===== config.mk =====
export PLATFORM = sky130hd
export DESIGN_NAME = seg7_scan_ctrl
export DESIGN_NICKNAME = d
export VERILOG_FILES = /design/src/rtl/seg7_scan_ctrl.sv
export SDC_FILE = /design/constraint.sdc
export NUM_CORES = 1
export LEC_CHECK = 0
export CAP_MARGIN = 20
export CORE_MARGIN = 2
export CORE_UTILIZATION = 45
export DETAILED_ROUTE_END_ITERATION = 8
export PLACE_DENSITY = 0.68
export RECOVER_POWER = 25
export SLEW_MARGIN = 20
export SYNTH_ARGS = -nofsm -noshare
export SYNTH_HDL_FRONTEND = slang
export SYNTH_SLANG_ARGS = --single-unit

===== constraint.sdc =====
create_clock -name clk_i -period 3.89 [get_ports clk_i]
set_input_delay 0.9725 -clock clk_i [delete_from_list [all_inputs] [get_ports clk_i]]
set_output_delay 0.9725 -clock clk_i [all_outputs]
set_load 0.01 [all_outputs]

===== src/rtl/seg7_scan_ctrl.sv =====
// seg7_scan_ctrl: scans a 32-bit display word as 8 hex digits onto a
// common-anode 7-segment bank and generates the one-second flag1s pulse.
// Anodes, segments and decimal point are active-low and registered, so they
// lag the scan position by one cycle.
module seg7_scan_ctrl #(
   parameter int SCAN_DIV  = 100000,    // clock cycles per digit slot (>= 2)
   parameter int BLANK_CYC = 100,       // anti-ghost cycles at slot start (< SCAN_DIV)
   parameter int SEC_DIV   = 100000000  // clock cycles per flag1s period (>= 2)
) (
   input  logic        clk_i,
   input  logic        rstn_i,
   input  logic [31:0] data_i,
   input  logic        lzb_en_i,
   input  logic [7:0]  dp_mask_i,
   output logic        flag1s_o,
   output logic [7:0]  an_o,
   output logic [6:0]  seg_o,
   output logic        dp_o
);

   localparam int SCAN_W = (SCAN_DIV > 2) ? $clog2(SCAN_DIV) : 1;
   localparam int SEC_W  = (SEC_DIV > 2) ? $clog2(SEC_DIV) : 1;

   localparam logic [SCAN_W-1:0] SCAN_LAST = SCAN_W'(SCAN_DIV - 1);
   localparam logic [SCAN_W-1:0] BLANK_END = SCAN_W'(BLANK_CYC);
   localparam logic [SEC_W-1:0]  SEC_LAST  = SEC_W'(SEC_DIV - 1);

   // Hex digit to active-low {g,f,e,d,c,b,a}.
   function automatic logic [6:0] seg_decode(input logic [3:0] nib);
      logic [6:0] seg;
      case (nib)
         4'h0: seg = 7'h40;
         4'h1: seg = 7'h79;
         4'h2: seg = 7'h24;
         4'h3: seg = 7'h30;
         4'h4: seg = 7'h19;
         4'h5: seg = 7'h12;
         4'h6: seg = 7'h02;
         4'h7: seg = 7'h78;
         4'h8: seg = 7'h00;
         4'h9: seg = 7'h10;
         4'hA: seg = 7'h08;
         4'hB: seg = 7'h03;
         4'hC: seg = 7'h46;
         4'hD: seg = 7'h21;
         4'hE: seg = 7'h06;
         4'hF: seg = 7'h0E;
      endcase
      return seg;
   endfunction

   logic [SEC_W-1:0]  r_sec_cnt;
   logic              r_flag1s;
   logic [SCAN_W-1:0] r_scan_cnt;
   logic [2:0]        r_idx;
   logic [31:0]       r_shadow;
   logic              r_lzb_q;
   logic [7:0]        r_dp_q;
   logic              r_first;
   logic [7:0]        r_an;
   logic [6:0]        r_seg;
   logic              r_dp;

   logic              w_scan_wrap;
   logic              w_load;
   logic [3:0]        w_nibble;
   logic [7:0]        w_lz_blank;
   logic              w_zero_run;
   logic [7:0]        w_an_nxt;
   logic [6:0]        w_seg_nxt;
   logic              w_dp_nxt;

   assign w_scan_wrap = (r_scan_cnt == SCAN_LAST);
   // Frame 0 is latched on the first edge after reset so live data shows at once.
   assign w_load      = r_first | (w_scan_wrap & (r_idx == 3'd7));
   assign w_nibble    = r_shadow[{r_idx, 2'b00} +: 4];

   // Free-running second counter; flag1s is high the cycle after the terminal count.
   // NOTE: sequential state uses non-blocking (<=) so every register samples pre-edge values.
   always_ff @(posedge clk_i or negedge rstn_i) begin
      if (!rstn_i) begin
         r_sec_cnt <= '0;
         r_flag1s  <= 1'b0;
      end else begin
         r_flag1s  <= (r_sec_cnt == SEC_LAST);
         r_sec_cnt <= (r_sec_cnt == SEC_LAST) ? '0 : r_sec_cnt + SEC_W'(1);
      end
   end

   // Slot timer and digit index; the index advances when the slot timer wraps.
   always_ff @(posedge clk_i or negedge rstn_i) begin
      if (!rstn_i) begin
         r_scan_cnt <= '0;
         r_idx      <= 3'd0;
      end else begin
         r_scan_cnt <= w_scan_wrap ? '0 : r_scan_cnt + SCAN_W'(1);
         if (w_scan_wrap) r_idx <= r_idx + 3'd1;
      end
   end

   // Frame latch: display settings are frozen for a whole 8-digit frame.
   // NOTE: the shadow is a handful of flops, not a RAM, so it is reset to a known blank-safe value.
   always_ff @(posedge clk_i or negedge rstn_i) begin
      if (!rstn_i) begin
         r_first  <= 1'b1;
         r_shadow <= '0;
         r_lzb_q  <= 1'b0;
         r_dp_q   <= '0;
      end else begin
         r_first <= 1'b0;
         if (w_load) begin
            r_shadow <= data_i;
            r_lzb_q  <= lzb_en_i;
            r_dp_q   <= dp_mask_i;
         end
      end
   end

   // Leading-zero mask: digit k blanks when nibbles k..7 are all zero; digit 0 never blanks.
   // NOTE: every comb output gets a default first so no path can infer a latch.
   always_comb begin
      w_lz_blank = '0;
      w_zero_run = 1'b1;
      for (int k = 7; k >= 1; k--) begin
         w_zero_run    = w_zero_run & (r_shadow[4*k +: 4] == 4'h0);
         w_lz_blank[k] = r_lzb_q & w_zero_run;
      end
   end

   // Next anode/segment/dp values: dark during ghost blanking or an LZ-blanked digit.
   always_comb begin
      w_an_nxt  = 8'hFF;
      w_seg_nxt = 7'h7F;
      w_dp_nxt  = 1'b1;
      if ((r_scan_cnt >= BLANK_END) && !w_lz_blank[r_idx]) begin
         w_an_nxt  = ~(8'b1 << r_idx);
         w_seg_nxt = seg_decode(w_nibble);
         w_dp_nxt  = ~r_dp_q[r_idx];
      end
   end

   // Output registers, one cycle behind the scan position.
   always_ff @(posedge clk_i or negedge rstn_i) begin
      if (!rstn_i) begin
         r_an  <= 8'hFF;
         r_seg <= 7'h7F;
         r_dp  <= 1'b1;
      end else begin
         r_an  <= w_an_nxt;
         r_seg <= w_seg_nxt;
         r_dp  <= w_dp_nxt;
      end
   end

   assign flag1s_o = r_flag1s;
   assign an_o     = r_an;
   assign seg_o    = r_seg;
   assign dp_o     = r_dp;

endmodule

==> flow_metrics.env, run 1 <==
export IMPL_status="finished, final reports clean"
export IMPL_cts_inserted_buffers=9
export IMPL_first_pass_iters=4
export IMPL_critical_path_max_fanout=15
export IMPL_dr_total_vias=3233
export IMPL_cts_repair_resized=0
export IMPL_synth_adder_area_share_pct=3.628
export IMPL_synth_warning_count=0
export IMPL_drive_gt1_share_pct=20.38
export IMPL_ys_top_cells_by_area="dfrtp_1, mux2_4, dfstp_2"
export IMPL_grt_use_total_pct=16.75
export IMPL_max_cap_viol_count=0
export IMPL_hold_class="flip-flop to flip-flop"
export IMPL_worstSetupEndpointType="flip-flop"
export IMPL_avgSynthCellArea_sq_um=12.74
export IMPL_synthMuxAreaShare_pct=18.43
export IMPL_synthesis_nets=464
export IMPL_regArea_sq_um=2674
export IMPL_root_buffer="clkbuf_16"
export IMPL_path_clk_slew_ps=70
export IMPL_fin_crit_ps=2483
export IMPL_timing_setup_tns_ps=0
export IMPL_final_cell_area_sq_um=6198
export IMPL_grt_max_degree=55
export IMPL_hold_buffers=0
export IMPL_setup_viol=0
export IMPL_hpwl_um=6949
export IMPL_ys_ff_latch=106
export IMPL_slew_violations=0
export IMPL_synth_edff_count=0
export IMPL_synth_top_area_share_pct=43.05
export IMPL_skew_ps=5.803
export IMPL_clock_path_buffers=2
export IMPL_dp_cells=598
export IMPL_cp_cell_sequence="mux4_2, mux2_2, ha_1, mux2_2, mux2i_1, nand2_1"
export IMPL_stdcell_count=614
export IMPL_diodes=0
export IMPL_fin_util_pct=54.75
export IMPL_antenna_left=0
export IMPL_fp_dieW_um=111.2
export IMPL_fmax_mhz=402.7
export IMPL_synth_cell_types=51
export IMPL_power_density_nw_per_um2=375.7
export IMPL_async_reset_ff_share_pct=100.0
export IMPL_finalHoldViolCount=0
export IMPL_drt_iter0_drc=132
export IMPL_drc=0
export IMPL_synth_xor_area_share_pct=6.602
export IMPL_cts_setup_buffers=0
export IMPL_grt_pass1_vias=3279
export IMPL_synth_seq_area_share_pct=51.68
export IMPL_synth_top_family_by_area="multiplexers"
export IMPL_netlist_area_sq_um=5174
export IMPL_core_area_sq_um=11320
export IMPL_rows=39
export IMPL_dp_slack_ps=1417
export IMPL_grt_pass1_wl_um=16480
export IMPL_antenna_found_initial=0
export IMPL_cts_tree="yes"
export IMPL_period_share_pct=63.83
export IMPL_ys_flop_type="dfrtp_1"
export IMPL_dieArea_sq_um=12370
export IMPL_io_buffers=59
export IMPL_clk_latency_ps=350
export IMPL_worst_slack_ps=1407
export IMPL_clock_sinks=106
export IMPL_die_height_um=111.2
export IMPL_wl_um=9503
export IMPL_ir_worst_vdd_mv=0.2295
export IMPL_p_leak_nw=2.683
export IMPL_multiInputGateArea_sq_um=2364
export IMPL_synth_compound_area_share_pct=2.902
export IMPL_synth_simple_area_share_pct=13.78
export IMPL_cp_arrival_ps=2760
export IMPL_fillers=931
export IMPL_via_per_inst=5.265
export IMPL_critPathLaunchType="flip-flop"
export IMPL_grt_overflow=0
export IMPL_relSlewSlack_pct=13.12
export IMPL_holdWs_ps=464.1
export IMPL_cp_data_required_time_ps=4170
export IMPL_area_delta_synth_final_pct=19.81
export IMPL_synth_area_leader_cell="dfrtp_1"
export IMPL_gp_congestion=0.7744
export IMPL_rsz0062_at_grt="false"
export IMPL_yosys_top_cells_count="dfrtp_1, mux2_4, nor2_1"
export IMPL_synth_most_common_cell="dfrtp_1"
export IMPL_critPathMostFrequentCell="mux2_2"
export IMPL_path_class="flip-flop to flip-flop"
export IMPL_power_mw=2.329
export IMPL_wl_per_cell_um=15.48
export IMPL_critPathMaxStageDelay_ps=760
export IMPL_worst_slew_pin_slew_ps=1303
export IMPL_syn_inst=406
export IMPL_ios=60
export IMPL_nets=524
export IMPL_cpMaxStageDelayCell="dfrtp_1"
export IMPL_placed_area_sq_um=5886
export IMPL_start_util_pct=45.70
export IMPL_h_tree_depth=3
==> layer usage <==
metal | track usage (%) | part of all wire (%) | vias to the layer above
met1 | 23.39 | 47 | 1596
met4 | 5.926 | 1.1 | 0
met2 | 25.45 | 47 | 73
met5 | 0 | 0 | -
met3 | 4.374 | 4.6 | 7
li1 | - | - | 1557
==> worst max-delay path, delay by kind of cell (launching register included) <==
| kind | cells | cell delay (ps) |
|---|---|---|
| adders and majority gates | 1 | 250 |
| DFF | 1 | 760 |
| muxes | 4 | 1330 |
| and+or+nand+nor | 1 | 70 |
==> cells in the final DEF (no fill, tap or decap), types with 2 or more instances in the layout <==
master           Yosys  routed
and3_1               5       5
nand3_1             24      24
clkbuf_1             2       2
o221ai_1             3       3
nand2_1             28      28
and4_1               3       3
mux4_2               8       8
nor3_4               1       2
nor4b_1              2       2
nand2b_1             2       2
mux2i_1              5       5
dfstp_2             17      17
mux2_4              40      40
a21oi_1              6       6
xor2_1              19      19
o21ai_0              4       4
clkbuf_8             0       3
nor3_1               5       5
nor4_1              10      10
inv_1               11      11
ha_1                15      15
mux4_1               2       2
or3_1                2       2
dfrtp_1             89      89
nand4_1             12      12
clkdlybuf4s50_1      0      58
o211ai_1             3       3
clkbuf_16            0       9
nor2_1              30      30
o21ai_1              2       2
mux2_2               3       3
xnor2_1             20      20
buf_4                0       3
nor2b_1              2       2
==> kinds of logic (layout without fill, tap and decap cells) <==
kind of cell / after synthesis / count (layout)
AOI/OAI and AO/OA: 23 / 23
other: 1 / 1
adders and majority gates: 15 / 15
buffers and inverters: 26 / 91
xor gates and xnor gates: 39 / 39
DFF: 106 / 106
and+or+nand+nor: 136 / 136
muxes: 60 / 60
==> registers in the layout (all words and copies together), names as in the netlist <==
register	count
r_shadow	32
dp_o	1
flag1s_o	1
r_dp_q	8
r_idx	3
r_lzb_q	1
r_scan_cnt	17
seg_o	7
an_o	8
r_first	1
r_sec_cnt	27
==> final cells by class <==
cell class / instances / area share (%)
inverters: 12 / 0.7267
clock inverters: 2 / 0.5652
repair buffers: 63 / 10.13
flip-flops and latches: 106 / 43.14
multi-input cells: 274 / 38.13
clock buffers: 14 / 4.421
well taps: 143 / 2.887
==> path summary, 6_finish.rpt <==
kind	slack [ps]	cells past startpoint	startpoint	endpoint
worst max-delay path	1410	6	r_idx[0]	seg_o[3]
worst min-delay path	460	1	r_sec_cnt[0]	r_sec_cnt[0]
worst max register to register	1410	6	r_idx[0]	seg_o[3]
worst min register to register	460	1	r_sec_cnt[0]	r_sec_cnt[0]
max in group asynchronous	2050	2	rstn_i	r_first
min in group asynchronous	910	1	rstn_i	r_sec_cnt[26]
==> power by group <==
| part | internal (mW) | switching [mW] |
|---|---|---|
| Clock | 0.551 | 0.374 |
| Sequential | 1.15 | 0.0394 |
| Combinational | 0.136 | 0.0819 |
| Total | 1.83 | 0.495 |
No activity file was read; power rests on OpenSTA's default activity.
==> run 2: changes to the inputs <==
==> constraint.sdc (replaced) <==
create_clock -name clk_i -period 2.5 [get_ports clk_i]
set_input_delay 0.625 -clock clk_i [delete_from_list [all_inputs] [get_ports clk_i]]
set_output_delay 0.625 -clock clk_i [all_outputs]
set_load 0.01 [all_outputs]
==> run 2 against run 1 <==
Total power grew 50%. Global-route usage is essentially flat. Via count rose by 1.8%. Setup slack got worse by 1200 ps. Cell area rose by 0.28%. Critical path depth is the same. Wire length increased by 2.9%. Largest cell class unchanged. Sequential cell count unchanged. Sequential power rose by 55%. Clock skew hardly changed.
==> flow_metrics.env, run 2 (synthesis gave the netlist of run 1 again) <==
export IMPL_status="finished, final reports clean"
export IMPL_placed_area_sq_um=5966
export IMPL_drive_gt1_share_pct=21.25
export IMPL_grt_overflow=0
export IMPL_worst_slew_pin_slew_ps=1041
export IMPL_fin_crit_ps=2286
export IMPL_dr_total_vias=3290
export IMPL_grt_use_total_pct=16.71
export IMPL_fin_util_pct=54.91
export IMPL_fp_dieW_um=111.2
export IMPL_clock_sinks=106
export IMPL_cpMaxStageDelayCell="mux4_1"
export IMPL_root_buffer="clkbuf_16"
export IMPL_grt_max_degree=60
export IMPL_cts_tree="yes"
export IMPL_core_area_sq_um=11320
export IMPL_area_delta_synth_final_pct=20.15
export IMPL_clock_path_buffers=2
export IMPL_clk_latency_ps=340
export IMPL_drt_iter0_drc=171
export IMPL_cp_data_required_time_ps=2770
export IMPL_cp_arrival_ps=2550
export IMPL_reg2reg_from="r_idx[0]"
export IMPL_relSlewSlack_pct=30.57
export IMPL_grt_pass1_wl_um=16480
export IMPL_hold_class="primary input to asynchronous set/reset pin"
export IMPL_dieArea_sq_um=12370
export IMPL_power_density_nw_per_um2=562.0
export IMPL_drc=0
export IMPL_fmax_mhz=437.5
export IMPL_grt_pass1_vias=3306
export IMPL_dp_slack_ps=230.3
export IMPL_skew_ps=5.748
export IMPL_hpwl_um=7166
export IMPL_setup_viol=0
export IMPL_period_share_pct=91.43
export IMPL_first_pass_iters=4
export IMPL_ir_worst_vdd_mv=0.2590
export IMPL_antenna_found_initial=0
export IMPL_largest_register="r_shadow"
export IMPL_worstSetupEndpointType="flip-flop"
export IMPL_gp_congestion=0.8681
export IMPL_cp_cell_sequence="buf_4, mux4_1, mux2i_2, nand2_1, a21oi_1, o21ai_1"
export IMPL_critPathLaunchType="flip-flop"
export IMPL_h_tree_depth=3
export IMPL_slew_violations=0
export IMPL_largest_reg_flops=32
export IMPL_cts_repair_resized=0
export IMPL_crit_path_start="r_idx[0]"
export IMPL_diodes=0
export IMPL_start_util_pct=45.70
export IMPL_p_leak_nw=2.700
export IMPL_nets=533
export IMPL_rsz0062_at_grt="false"
export IMPL_antenna_left=0
export IMPL_layout_cells_most_common_list="dfrtp_1, clkdlybuf4s50_1, mux2_4"
export IMPL_via_per_inst=5.281
export IMPL_wl_um=9775
export IMPL_critical_path_max_fanout=11
export IMPL_rows=39
export IMPL_final_cell_area_sq_um=6216
export IMPL_critPathMaxStageDelay_ps=600
export IMPL_die_height_um=111.2
export IMPL_cts_setup_buffers=0
export IMPL_reg_largest_list="r_shadow x32, r_sec_cnt x27, r_scan_cnt x17"
export IMPL_io_buffers=59
export IMPL_worst_slack_ps=214.3
export IMPL_cts_inserted_buffers=9
export IMPL_ios=60
export IMPL_path_clk_slew_ps=70
export IMPL_timing_setup_tns_ps=0
export IMPL_final_common_cell="dfrtp_1"
export IMPL_finalHoldViolCount=0
export IMPL_wl_per_cell_um=15.69
export IMPL_max_cap_viol_count=0
export IMPL_hold_buffers=0
export IMPL_path_class="flip-flop to flip-flop"
-- run 2: through the flow --
step,hold WS (ps),instances,power (mW)
CTS,161.8,623,3.526
global route,502.7,623,3.620
floorplan,329.4,406,2.068
global placement,449.1,607,2.218
detailed placement,462.0,607,2.225
finish,442.6,623,3.493
-- run 2: power by group --
part / leakage, nW / total, mW / internal [mW] / switching (mW)
registers: 1.30 / 1.85 / 1.78 / 0.0615
clock network: 0.127 / 1.31 / 0.704 / 0.602
logic: 1.27 / 0.342 / 0.213 / 0.129
-- run 2: area by class of cell --
class | count | area [sq um]
inverters | 12 | 45.04
clock inverters | 2 | 12.51
flip-flops and latches | 106 | 2674
repair buffers | 72 | 694.4
clock buffers | 14 | 254.0
well taps | 143 | 178.9
fillers | 969 | 5105
multi-input cells | 274 | 2357
-- run 2: final timing paths --
check                      depth (start not counted)             to  slack [ps]
max reg2reg                                        6       seg_o[0]         210
min in group clk_i                                 1   r_sec_cnt[0]         470
min reg2reg                                        1   r_sec_cnt[0]         470
min                                                1  r_scan_cnt[7]         440
max                                                6       seg_o[0]         210
max in group asynchronous                          2       r_idx[2]         630
-- run 2: worst max-delay path: cells and delay by family (launching register included) --
family	cells	cell delay, ps
AOI/OAI and AO/OA	2	250
buffers and inverters	1	250
DFF	1	480
muxes	2	1040
and+or+nand+nor	1	180
-- run 2: per-layer routing --
layer | up-vias | track usage [%] | part of all wire, % | wire (um)
met5 | - | 0 | 0 | 0
met4 | 0 | 6.667 | 1.4 | 140
met3 | 9 | 2.570 | 4.0 | 390
met2 | 80 | 25.33 | 45 | 4446
met1 | 1620 | 24.25 | 49 | 4797
li1 | 1581 | - | - | -
==> run 3: changes to the inputs <==
--- a/config.mk
+++ b/config.mk
@@ -9,7 +9,7 @@
 export CORE_MARGIN = 2
 export CORE_UTILIZATION = 45
 export DETAILED_ROUTE_END_ITERATION = 8
-export PLACE_DENSITY = 0.68
+export PLACE_DENSITY = 0.63
 export RECOVER_POWER = 25
 export SLEW_MARGIN = 20
 export SYNTH_ARGS = -nofsm -noshare
==> constraint.sdc (replaced) <==
create_clock -name clk_i -period 2.38 [get_ports clk_i]
set_input_delay 0.595 -clock clk_i [delete_from_list [all_inputs] [get_ports clk_i]]
set_output_delay 0.595 -clock clk_i [all_outputs]
set_load 0.01 [all_outputs]
==> run 3 against run 2 <==
Largest power group unchanged. First-iteration DRC count down 35%. Sequential power rose by 5%. Clock power grew 15%. Critical path depth is the same. Core utilization increased by 0.39 points. Setup slack lost 55 ps. Clock skew is 2.6 ps higher. Global-route usage rose by 0.37 points. Register-to-register slack got worse by 50 ps. Sequential cell count unchanged. Via count decreased by 0.52%.
==> flow_metrics.env, run 3 (synthesis gave the netlist of run 1 again) <==
export IMPL_fillers=974
export IMPL_final_cell_area_sq_um=6260
export IMPL_ir_worst_vdd_mv=0.4390
export IMPL_holdWs_ps=457.1
export IMPL_p_leak_nw=2.722
export IMPL_grt_use_total_pct=17.08
export IMPL_drive_gt1_share_pct=22.08
export IMPL_wl_per_cell_um=15.96
export IMPL_worst_slack_ps=159.8
export IMPL_stdcell_count=623
export IMPL_drt_iter0_drc=111
export IMPL_grt_pass1_wl_um=17070
export IMPL_core_area_sq_um=11320
export IMPL_power_mw=3.811
export IMPL_worstSetupEndpointType="flip-flop"
export IMPL_dieArea_sq_um=12370
export IMPL_fin_util_pct=55.29
export IMPL_period_share_pct=93.28
export IMPL_io_buffers=59
export IMPL_wl_um=9946
export IMPL_cp_data_required_time_ps=2650
export IMPL_critical_path_max_fanout=10
export IMPL_max_cap_viol_count=0
export IMPL_path_clk_slew_ps=70
export IMPL_fp_dieW_um=111.2
export IMPL_dr_total_vias=3273
export IMPL_fin_crit_ps=2220
export IMPL_largest_register="r_shadow"
export IMPL_hold_class="flip-flop to flip-flop"
export IMPL_root_buffer="clkbuf_16"
export IMPL_hold_buffers=0
export IMPL_timing_setup_tns_ps=0
export IMPL_dp_cells=607
export IMPL_via_per_inst=5.254
export IMPL_skew_ps=8.345
export IMPL_cts_inserted_buffers=9
export IMPL_layout_cells_most_common_list="dfrtp_1, clkdlybuf4s50_1, mux2_4"
export IMPL_critPathLaunchType="flip-flop"
export IMPL_grt_pass1_vias=3460
export IMPL_gp_congestion=0.8084
export IMPL_relSlewSlack_pct=6.471
export IMPL_largest_reg_flops=32
export IMPL_placed_area_sq_um=5966
export IMPL_area_delta_synth_final_pct=20.99
export IMPL_start_util_pct=45.70
export IMPL_diodes=0
export IMPL_path_class="flip-flop to flip-flop"
export IMPL_die_height_um=111.2
export IMPL_cp_arrival_ps=2490
export IMPL_finalHoldViolCount=0
export IMPL_grt_max_degree=107
export IMPL_drc=0
export IMPL_grt_overflow=0
export IMPL_setup_viol=0
export IMPL_power_density_nw_per_um2=608.8
export IMPL_clock_sinks=106
export IMPL_reg_largest_list="r_shadow x32, r_sec_cnt x27, r_scan_cnt x17"
export IMPL_status="finished, final reports clean"
export IMPL_final_common_cell="dfrtp_1"
export IMPL_worst_slew_pin_slew_ps=1403
export IMPL_clock_path_buffers=2
export IMPL_dp_slack_ps=193.5
export IMPL_nets=533
export IMPL_antenna_found_initial=0
export IMPL_rows=39
export IMPL_first_pass_iters=4
export IMPL_cts_tree="yes"
export IMPL_slew_violations=0
export IMPL_fmax_mhz=450.4
export IMPL_clk_latency_ps=350
export IMPL_antenna_left=0
export IMPL_h_tree_depth=3
export IMPL_cts_repair_resized=0
export IMPL_ios=60
export IMPL_hpwl_um=7185
export IMPL_rsz0062_at_grt="false"
export IMPL_cts_setup_buffers=0
==> run 3: cell types whose count changed in the layout (fill, tap and decap cells not counted), sizes merged <==
cell      delta
clkbuf       -2
clkinvlp     +1
bufinv       +1
==> run 3: path summary, 6_finish.rpt <==
path	start	end	slack, ps	cells after the start
max	r_idx[0]	seg_o[0]	160	6
min	r_sec_cnt[0]	r_sec_cnt[0]	460	1
max reg2reg	r_idx[0]	seg_o[0]	160	6
min reg2reg	r_sec_cnt[0]	r_sec_cnt[0]	460	1
max in group asynchronous	rstn_i	r_shadow[8]	810	2
min in group asynchronous	rstn_i	r_sec_cnt[19]	700	2
==> run 3: area by class of cell <==
| cell class | count | area [sq um] | share of cell area [%] |
|---|---|---|---|
| Clock buffer | 12 | 256.5 | 4.098 |
| Clock inverter | 4 | 50.05 | 0.7995 |
| Inverter | 12 | 45.04 | 0.7196 |
| Multi-Input combinational cell | 274 | 2357 | 37.66 |
| Sequential cell | 106 | 2674 | 42.71 |
| Tap cell | 143 | 178.9 | 2.858 |
| Timing Repair Buffer | 72 | 698.2 | 11.15 |
==> run 3: per-layer routing <==
| layer | global-route usage, % | vias to the layer above | share of wire, % |
|---|---|---|---|
| li1 | - | 1578 | - |
| met1 | 23.10 | 1608 | 47 |
| met2 | 27.48 | 71 | 47 |
| met3 | 3.773 | 16 | 3.8 |
| met4 | 5.679 | 0 | 1.9 |
| met5 | 0 | - | 0 |
==> run 3: power by group <==
part           switching, mW  internal, mW
combinational          0.133         0.224
sequential            0.0654          1.87
clock                  0.643         0.872
==> run 3: critical path, stage by stage (launching register included) <==
cell and delay [ps]:
dfrtp_1 450, buf_4 220, mux4_1 580, mux2i_2 460
nand2_1 180, a21oi_1 170, o21ai_1 80
